File: config.mk
export PLATFORM = sky130hd
export DESIGN_NAME = multi_spi_ctrl
export DESIGN_NICKNAME = d
export VERILOG_FILES = /design/src/rtl/spi_pkg.sv /design/src/rtl/spi_tick_gen.sv /design/src/rtl/multi_spi_ctrl.sv
export SDC_FILE = /design/constraint.sdc
export NUM_CORES = 1
export LEC_CHECK = 0
export ABC_AREA = 1
export BUFFER_PORTS_ARGS = -buffer_cell sky130_fd_sc_hd__buf_4
export CORE_ASPECT_RATIO = 0.8
export CORE_MARGIN = 8
export CORE_UTILIZATION = 45
export DETAILED_ROUTE_END_ITERATION = 7
export SLEW_MARGIN = 20
export SYNTH_ARGS = -nofsm -noshare
export SYNTH_HDL_FRONTEND = slang
export SYNTH_SLANG_ARGS = --single-unit
export TNS_END_PERCENT = 30
File: constraint.sdc
create_clock -name clk -period 8.1 [get_ports clk]
set_input_delay 1.215 -clock clk [delete_from_list [all_inputs] [get_ports clk]]
set_output_delay 1.215 -clock clk [all_outputs]
set_load 0.1 [all_outputs]
File: src/rtl/spi_pkg.sv
// Shared definitions for the multi-device SPI master: state encoding and default sizing.
package spi_pkg;

    localparam int DEF_N_CS     = 2;
    localparam int DEF_MAX_BITS = 24;
    localparam int DEF_DIV_W    = 8;

    typedef logic [2:0] state_t;

    localparam state_t ST_IDLE     = 3'd0;
    localparam state_t ST_SETUP    = 3'd1;
    localparam state_t ST_SHIFT    = 3'd2;
    localparam state_t ST_HOLD     = 3'd3;
    localparam state_t ST_DONE     = 3'd4;
    localparam state_t ST_WAIT_REL = 3'd5;

endpackage

File: src/rtl/spi_tick_gen.sv
// Half-period timer: emits a one-cycle tick every div+1 enabled cycles, restartable via load.
module spi_tick_gen
    import spi_pkg::*;
#(
    parameter int DIV_W = DEF_DIV_W
) (
    input  logic             clk,
    input  logic             rst,
    input  logic             load,
    input  logic             en,
    input  logic [DIV_W-1:0] div,
    output logic             tick
);

    logic [DIV_W-1:0] cnt_reg;

    assign tick = en && (cnt_reg == '0);

    always_ff @(posedge clk or posedge rst) begin
        if (rst) begin
            cnt_reg <= '0;
        end else if (load || tick) begin
            cnt_reg <= div;
        end else if (en) begin
            cnt_reg <= cnt_reg - 1'b1;
        end
    end

endmodule

File: src/rtl/multi_spi_ctrl.sv
// SPI master with N_CS chip selects, per-request length/polarity/divider, and a
// level req / pulse ack handshake that needs req to drop before the next transfer.
module multi_spi_ctrl
    import spi_pkg::*;
#(
    parameter int N_CS     = DEF_N_CS,
    parameter int MAX_BITS = DEF_MAX_BITS,
    parameter int DIV_W    = DEF_DIV_W,
    localparam int CS_W    = (N_CS > 1) ? $clog2(N_CS) : 1,
    localparam int NB_W    = $clog2(MAX_BITS + 1)
) (
    input  logic                clk,
    input  logic                rst,
    input  logic                req,
    output logic                ack,
    output logic                err,
    output logic                busy,
    input  logic [CS_W-1:0]     cs_sel,
    input  logic [NB_W-1:0]     nbits,
    input  logic                rd_en,
    input  logic                cpol,
    input  logic [DIV_W-1:0]    div,
    input  logic [MAX_BITS-1:0] wr_data,
    output logic [MAX_BITS-1:0] rd_data,
    output logic                sclk,
    output logic                mosi,
    input  logic                miso,
    output logic [N_CS-1:0]     cs_n
);

    localparam int HC_W = $clog2(2 * MAX_BITS + 1);

    state_t state_reg, state_next;

    logic [NB_W-1:0]     nbits_lat;
    logic                rd_en_lat;
    logic                cpol_lat;
    logic [DIV_W-1:0]    div_lat;
    logic                valid_reg;
    logic [MAX_BITS-1:0] tx_reg;
    logic [MAX_BITS-1:0] rx_reg;
    logic [MAX_BITS-1:0] rd_data_reg;
    logic [HC_W-1:0]     half_cnt;
    logic [HC_W-1:0]     last_idx;
    logic                sclk_reg;
    logic                mosi_reg;
    logic [N_CS-1:0]     cs_n_reg;
    logic [N_CS-1:0]     cs_dec;
    logic [NB_W-1:0]     pad;
    logic [MAX_BITS-1:0] tx_aligned;
    logic                req_valid;
    logic                tick;
    logic                tick_en;
    logic                tick_load;

    genvar gi;
    generate
        for (gi = 0; gi < N_CS; gi++) begin : g_cs_dec
            assign cs_dec[gi] = (32'(cs_sel) == gi);
        end
    endgenerate

    assign req_valid  = (nbits != '0) && (32'(nbits) <= MAX_BITS) && (32'(cs_sel) < N_CS);
    // Left-align the word so the MSB of the transfer always sits at the top of tx_reg.
    assign pad        = NB_W'(MAX_BITS) - nbits;
    assign tx_aligned = wr_data << pad;
    assign last_idx   = HC_W'({nbits_lat, 1'b0}) - HC_W'(1);
    assign tick_load  = (state_reg == ST_IDLE);

    spi_tick_gen #(.DIV_W(DIV_W)) u_tick (
        .clk  (clk),
        .rst  (rst),
        .load (tick_load),
        .en   (tick_en),
        .div  (tick_load ? div : div_lat),
        .tick (tick)
    );

    always_ff @(posedge clk or posedge rst) begin
        if (rst) begin
            state_reg <= ST_IDLE;
        end else begin
            state_reg <= state_next;
        end
    end

    // A rejected request still spends one cycle in SETUP (with cs_n idle) so ack lands one cycle after accept.
    always_comb begin
        state_next = state_reg;
        case (state_reg)
            ST_IDLE:     if (req) state_next = ST_SETUP;
            ST_SETUP:    if (!valid_reg) state_next = ST_DONE;
                         else if (tick) state_next = ST_SHIFT;
            ST_SHIFT:    if (tick && (half_cnt == last_idx)) state_next = ST_HOLD;
            ST_HOLD:     if (tick) state_next = ST_DONE;
            ST_DONE:     state_next = ST_WAIT_REL;
            ST_WAIT_REL: if (!req) state_next = ST_IDLE;
            default:     state_next = ST_IDLE;
        endcase
    end

    always_comb begin
        ack     = 1'b0;
        err     = 1'b0;
        busy    = (state_reg != ST_IDLE);
        tick_en = (state_reg == ST_SETUP) || (state_reg == ST_SHIFT) || (state_reg == ST_HOLD);
        if (state_reg == ST_DONE) begin
            ack = 1'b1;
            err = ~valid_reg;
        end
    end

    always_ff @(posedge clk or posedge rst) begin
        if (rst) begin
            nbits_lat   <= '0;
            rd_en_lat   <= 1'b0;
            cpol_lat    <= 1'b0;
            div_lat     <= '0;
            valid_reg   <= 1'b0;
            tx_reg      <= '0;
            rx_reg      <= '0;
            rd_data_reg <= '0;
            half_cnt    <= '0;
            sclk_reg    <= 1'b0;
            mosi_reg    <= 1'b0;
            cs_n_reg    <= '1;
        end else begin
            case (state_reg)
                ST_IDLE: if (req) begin
                    nbits_lat <= nbits;
                    rd_en_lat <= rd_en;
                    cpol_lat  <= cpol;
                    div_lat   <= div;
                    valid_reg <= req_valid;
                    half_cnt  <= '0;
                    rx_reg    <= '0;
                    if (req_valid) begin
                        cs_n_reg <= ~cs_dec;
                        sclk_reg <= cpol;
                        tx_reg   <= tx_aligned;
                        mosi_reg <= tx_aligned[MAX_BITS-1];
                    end
                end
                ST_SHIFT: if (tick) begin
                    sclk_reg <= ~sclk_reg;
                    half_cnt <= half_cnt + 1'b1;
                    if (sclk_reg == cpol_lat) begin
                        rx_reg <= {rx_reg[MAX_BITS-2:0], miso};
                    end else if (half_cnt != last_idx) begin
                        tx_reg   <= tx_reg << 1;
                        mosi_reg <= tx_reg[MAX_BITS-2];
                    end
                end
                ST_HOLD: if (tick) begin
                    cs_n_reg <= '1;
                    if (rd_en_lat) rd_data_reg <= rx_reg;
                end
                default: ;
            endcase
        end
    end

    assign sclk    = sclk_reg;
    assign mosi    = mosi_reg;
    assign cs_n    = cs_n_reg;
    assign rd_data = rd_data_reg;

endmodule

==> summary.txt <==
Setup path
  • Cell repeated most along the worst path: o21ai_0
  • Ordered list of cells on the worst path: buf_4 > inv_1 > ha_1 > inv_1 > nand3_1 > nand2_1 > o21ai_0 > nor2_1 > o21ai_0 > nand2_1 > o21ai_0
  • Crit path capture type: flip-flop
  • Levels on crit path: 11
  • Crit-path leading delay family: buffers and inverters
  • R2r startpoint: state_reg[2]$_DFFE_PP0P_
  • Critical setup path kind: in2reg
  • Standard cell with the maximum stage delay on the critical path: ha_1
  • Signal arrival time at the worst endpoint: 4350 ps
  • Critical Path Sink: tx_reg[9]$_DFFE_PP0P_
  • Biggest cell delay along the critical path: roughly 920 ps
  • Sort of element at the start of the critical path: input pin
  • Cell count of the worst reg-to-reg path: 5
  • Worst path required time: 8360 ps
  • Reg-to-reg critical path endpoint: div_lat[4]$_DFFE_PP0P_
  • Worst Path Max Fanout: 29
  • Startpoint of the most critical setup path: nbits[0]
  • Reg-to-reg setup timing slack: 5420 ps
  • WP buf/inv: 3

Final layout
  • Post-Layout Inst Area: between 7000 and 8000 µm²
  • Final nets: approximately 970
  • Synth-to-Final Area Change: 15.1%
  • Layout cells sized above 1: 0.125
  • Antenna Diode Count: 0
  • Count of fill cells added during filler insertion: approximately 1,400

Timing
  • Hold Fails Final Rpt: 0
  • Setup repair after global routing missed its margin: false
  • Sum of negative setup slack: 0 ps
  • Max-slew headroom: 0.386
  • Clk_skew: just under 9 ps
  • Share of the cycle needed by the critical path after routing: 0.505
  • Post-layout minimum cycle time: 4090 ps
  • Slew of the pin with the lowest slew margin: around 920 ps
  • Maximum achievable frequency: 245 MHz
  • Max Slew Vio Count: 0
  • Final Setup Violations: 0

Die
  • Ports: 75
  • Floorplan die width: approximately 150 µm
  • Chip height: ~120 µm
  • Core region area: 13,600 µm²
  • Placement Rows: 38
  • Area enclosed by the die boundary: between 15,000 and 20,000 µm²
  • Starting utilization of the core area: 0.459

Clock network
  • Maximum root-to-sink buffer count: 2
  • Hold_buf cts: 0
  • CTS resizes: 0
  • Clock edge transition at the registers on the reported setup and hold paths: 70 ps
  • Clock tree from TritonCTS: yes
  • CTS Buf Count: 9
  • Maximum level of the CTS H-tree: 3
  • Total clock sinks: 108
  • Clock latency at the later pin of the worst-skew pair: ~350 ps
  • Buffers inserted during post-CTS setup optimization: 0
  • Clock root buffer master: clkbuf_16

Placed design
  • Area after detailed placement: roughly 6800 µm²
  • Half-perimeter wire length of the detailed placement result: about 11,000 µm
  • Number of buffers added on ports: 74
  • Final weighted congestion in routability-driven placement: between 0.8 and 0.9

Pwr
  • Int Pwr: between 1 and 1.5 mW
  • Net switching power: approximately 940 µW
  • Final total power: ~2.1 mW
  • Part of the total power dissipated in the clock network: 0.220
  • P per Cell Area: just under 300 nW/µm²
  • Standby leakage power: 3.56 nW
  • Switching part of the total power: 0.442
  • Sequential share of power: 0.353
  • Share of power burned in combinational logic: 0.427
  • Max rail drop VDD: roughly 0.16 mV

Global route
  • Via count of the first global-routing pass: 5,587
  • GRT Total Usage: 0.176
  • Wire length of the first global-routing pass: 26,400 µm
  • Number of antenna violations at the first check in global routing: 0
  • Gr ovfl total: 0
  • Largest net degree at the start of global routing: 63

Synthesis
  • Post-Synthesis Cells: 868
  • Number of warnings printed during yosys synthesis: 0
  • Mean Syn Cell Area: ~7.2 µm²
  • Distinct cells, synth: 39
  • Sequential fraction of the synthesis area: 0.435
  • Net count after synthesis: 917
  • Flop and latch count out of synthesis: about 110
  • Area of the mapped netlist: 6210 µm²

Hold path
  • Class of the tightest hold or removal check: reg2reg

Detailed routing
  • Detail-routed via count per cell: approximately 5.2
  • Initial drt markers: around 440
  • Antenna Nets Post-Route: 0
  • DR WL/cell: about 14 µm
  • Number of detailed-routing iterations run before antenna repair: 5
  • Total number of vias: approximately 5,700
  • Sum of routed wire length over all layers: between 15,000 and 20,000 µm
  • DRC viols: 0

Outcome
  • Status: finished, final reports clean

Job
  • Maxcap violations: 0
[through the flow]
step | cells | setup slack, ps | hold slack, ps | utilization
CTS | 1101 | 4070 | 486 | 0.528
detailed placement | 1085 | 3720 | 466 | 0.504
global route | 1101 | 3600 | 506 | 0.528
finish | 1101 | 4010 | 482 | 0.528
floorplan | 868 | 4040 | 449 | -
global placement | 1085 | 3810 | 463 | 0.504
[cells in the final DEF, fill, tap and decap left out, types with 3 or more instances in the layout]
cell type,count
nand4_1,5
a22oi_1,3
nor3_1,4
nand3_1,144
nor2_1,46
dfrtp_1,106
xnor2_1,3
o211ai_1,3
nand2_1,271
o21ai_1,8
o31ai_1,5
buf_4,80
a21oi_1,14
inv_2,3
o21ai_0,96
clkbuf_16,9
ha_1,5
xor2_1,9
mux2_2,5
inv_1,74
[worst min-delay path by stage]
stage                                       from                endpoint  slack, ps  cells after the start
after floorplan            tx_reg[4]$_DFFE_PP0P_   tx_reg[4]$_DFFE_PP0P_        450                      2
after global placement    tx_reg[12]$_DFFE_PP0P_  tx_reg[12]$_DFFE_PP0P_        460                      2
after detailed placement   tx_reg[8]$_DFFE_PP0P_   tx_reg[8]$_DFFE_PP0P_        470                      2
after CTS                  tx_reg[8]$_DFFE_PP0P_   tx_reg[8]$_DFFE_PP0P_        490                      2
after global routing            mosi$_DFFE_PP0P_        mosi$_DFFE_PP0P_        510                      2
final                      tx_reg[8]$_DFFE_PP0P_   tx_reg[8]$_DFFE_PP0P_        480                      2
[tightest hold or removal path, cell delays in order (launching register included)]
cell	delay (ps)
dfrtp_1	340
nand2_1	50
nand2_1	50
[layout make-up]
| cell class | instances | area (µm²) | area share |
|---|---|---|---|
| multi-input combinational | 638 | 3000 | 0.420 |
| clock inverter | 7 | 97.6 | 0.0136 |
| inverter | 79 | 299 | 0.0418 |
| sequential | 108 | 2710 | 0.378 |
| timing repair buffer | 80 | 601 | 0.0839 |
| clock buffer | 9 | 225 | 0.0315 |
| tap | 180 | 225 | 0.0315 |
[routing by layer]
metal	track usage	routed length, µm	up-vias	share of wire
met5	0	0	-	0
met4	0.0381	121	0	0.0080
met3	0.0332	608	13	0.040
met2	0.291	7220	123	0.48
met1	0.236	7240	2657	0.48
li1	-	-	2925	-
[logic make-up (layout without fill, tap and decap cells)]
| group | Yosys count | in the layout | share of synthesized area |
|---|---|---|---|
| muxes | 5 | 5 | 0.00906 |
| AOI/OAI and AO/OA | 136 | 136 | 0.117 |
| xor gates and xnor gates | 12 | 12 | 0.0169 |
| buffers and inverters | 122 | 175 | 0.0815 |
| DFF | 108 | 108 | 0.435 |
| and+or+nand+nor | 480 | 480 | 0.331 |
| adders and majority gates | 5 | 5 | 0.0101 |
[cell usage after synthesis (all sizes together)]
master,count,share of area
mux2,5,0.0091
nor3,5,0.0058
a22oi,3,0.0036
xnor2,3,0.0042
xor2,9,0.013
a21oi,15,0.013
nand3,146,0.12
o211ai,3,0.0036
a21boi,2,0.0024
clkbuf,20,0.012
clkinv,1,0.00060
o31ai,5,0.0060
or2,2,0.0020
nand4,5,0.0050
and2,2,0.0020
dfrtp,106,0.43
inv,78,0.047
a32oi,1,0.0014
o21ai,104,0.084
nor2,48,0.031
ha,5,0.010
o22ai,2,0.0020
buf,23,0.022
a31oi,1,0.0010
nand2,272,0.16
dfstp,2,0.0085
[power groups by stage]
stage	combinational (mW)	clock, mW	sequential (mW)
2_1_floorplan	0.687	0	0.806
3_3_place_gp	0.894	0	0.754
3_5_place_dp	0.912	0	0.759
4_1_cts	0.914	0.479	0.750
5_1_grt	1.03	0.500	0.766
6_report	0.906	0.467	0.750
No activity file was read; power rests on OpenSTA's default activity.
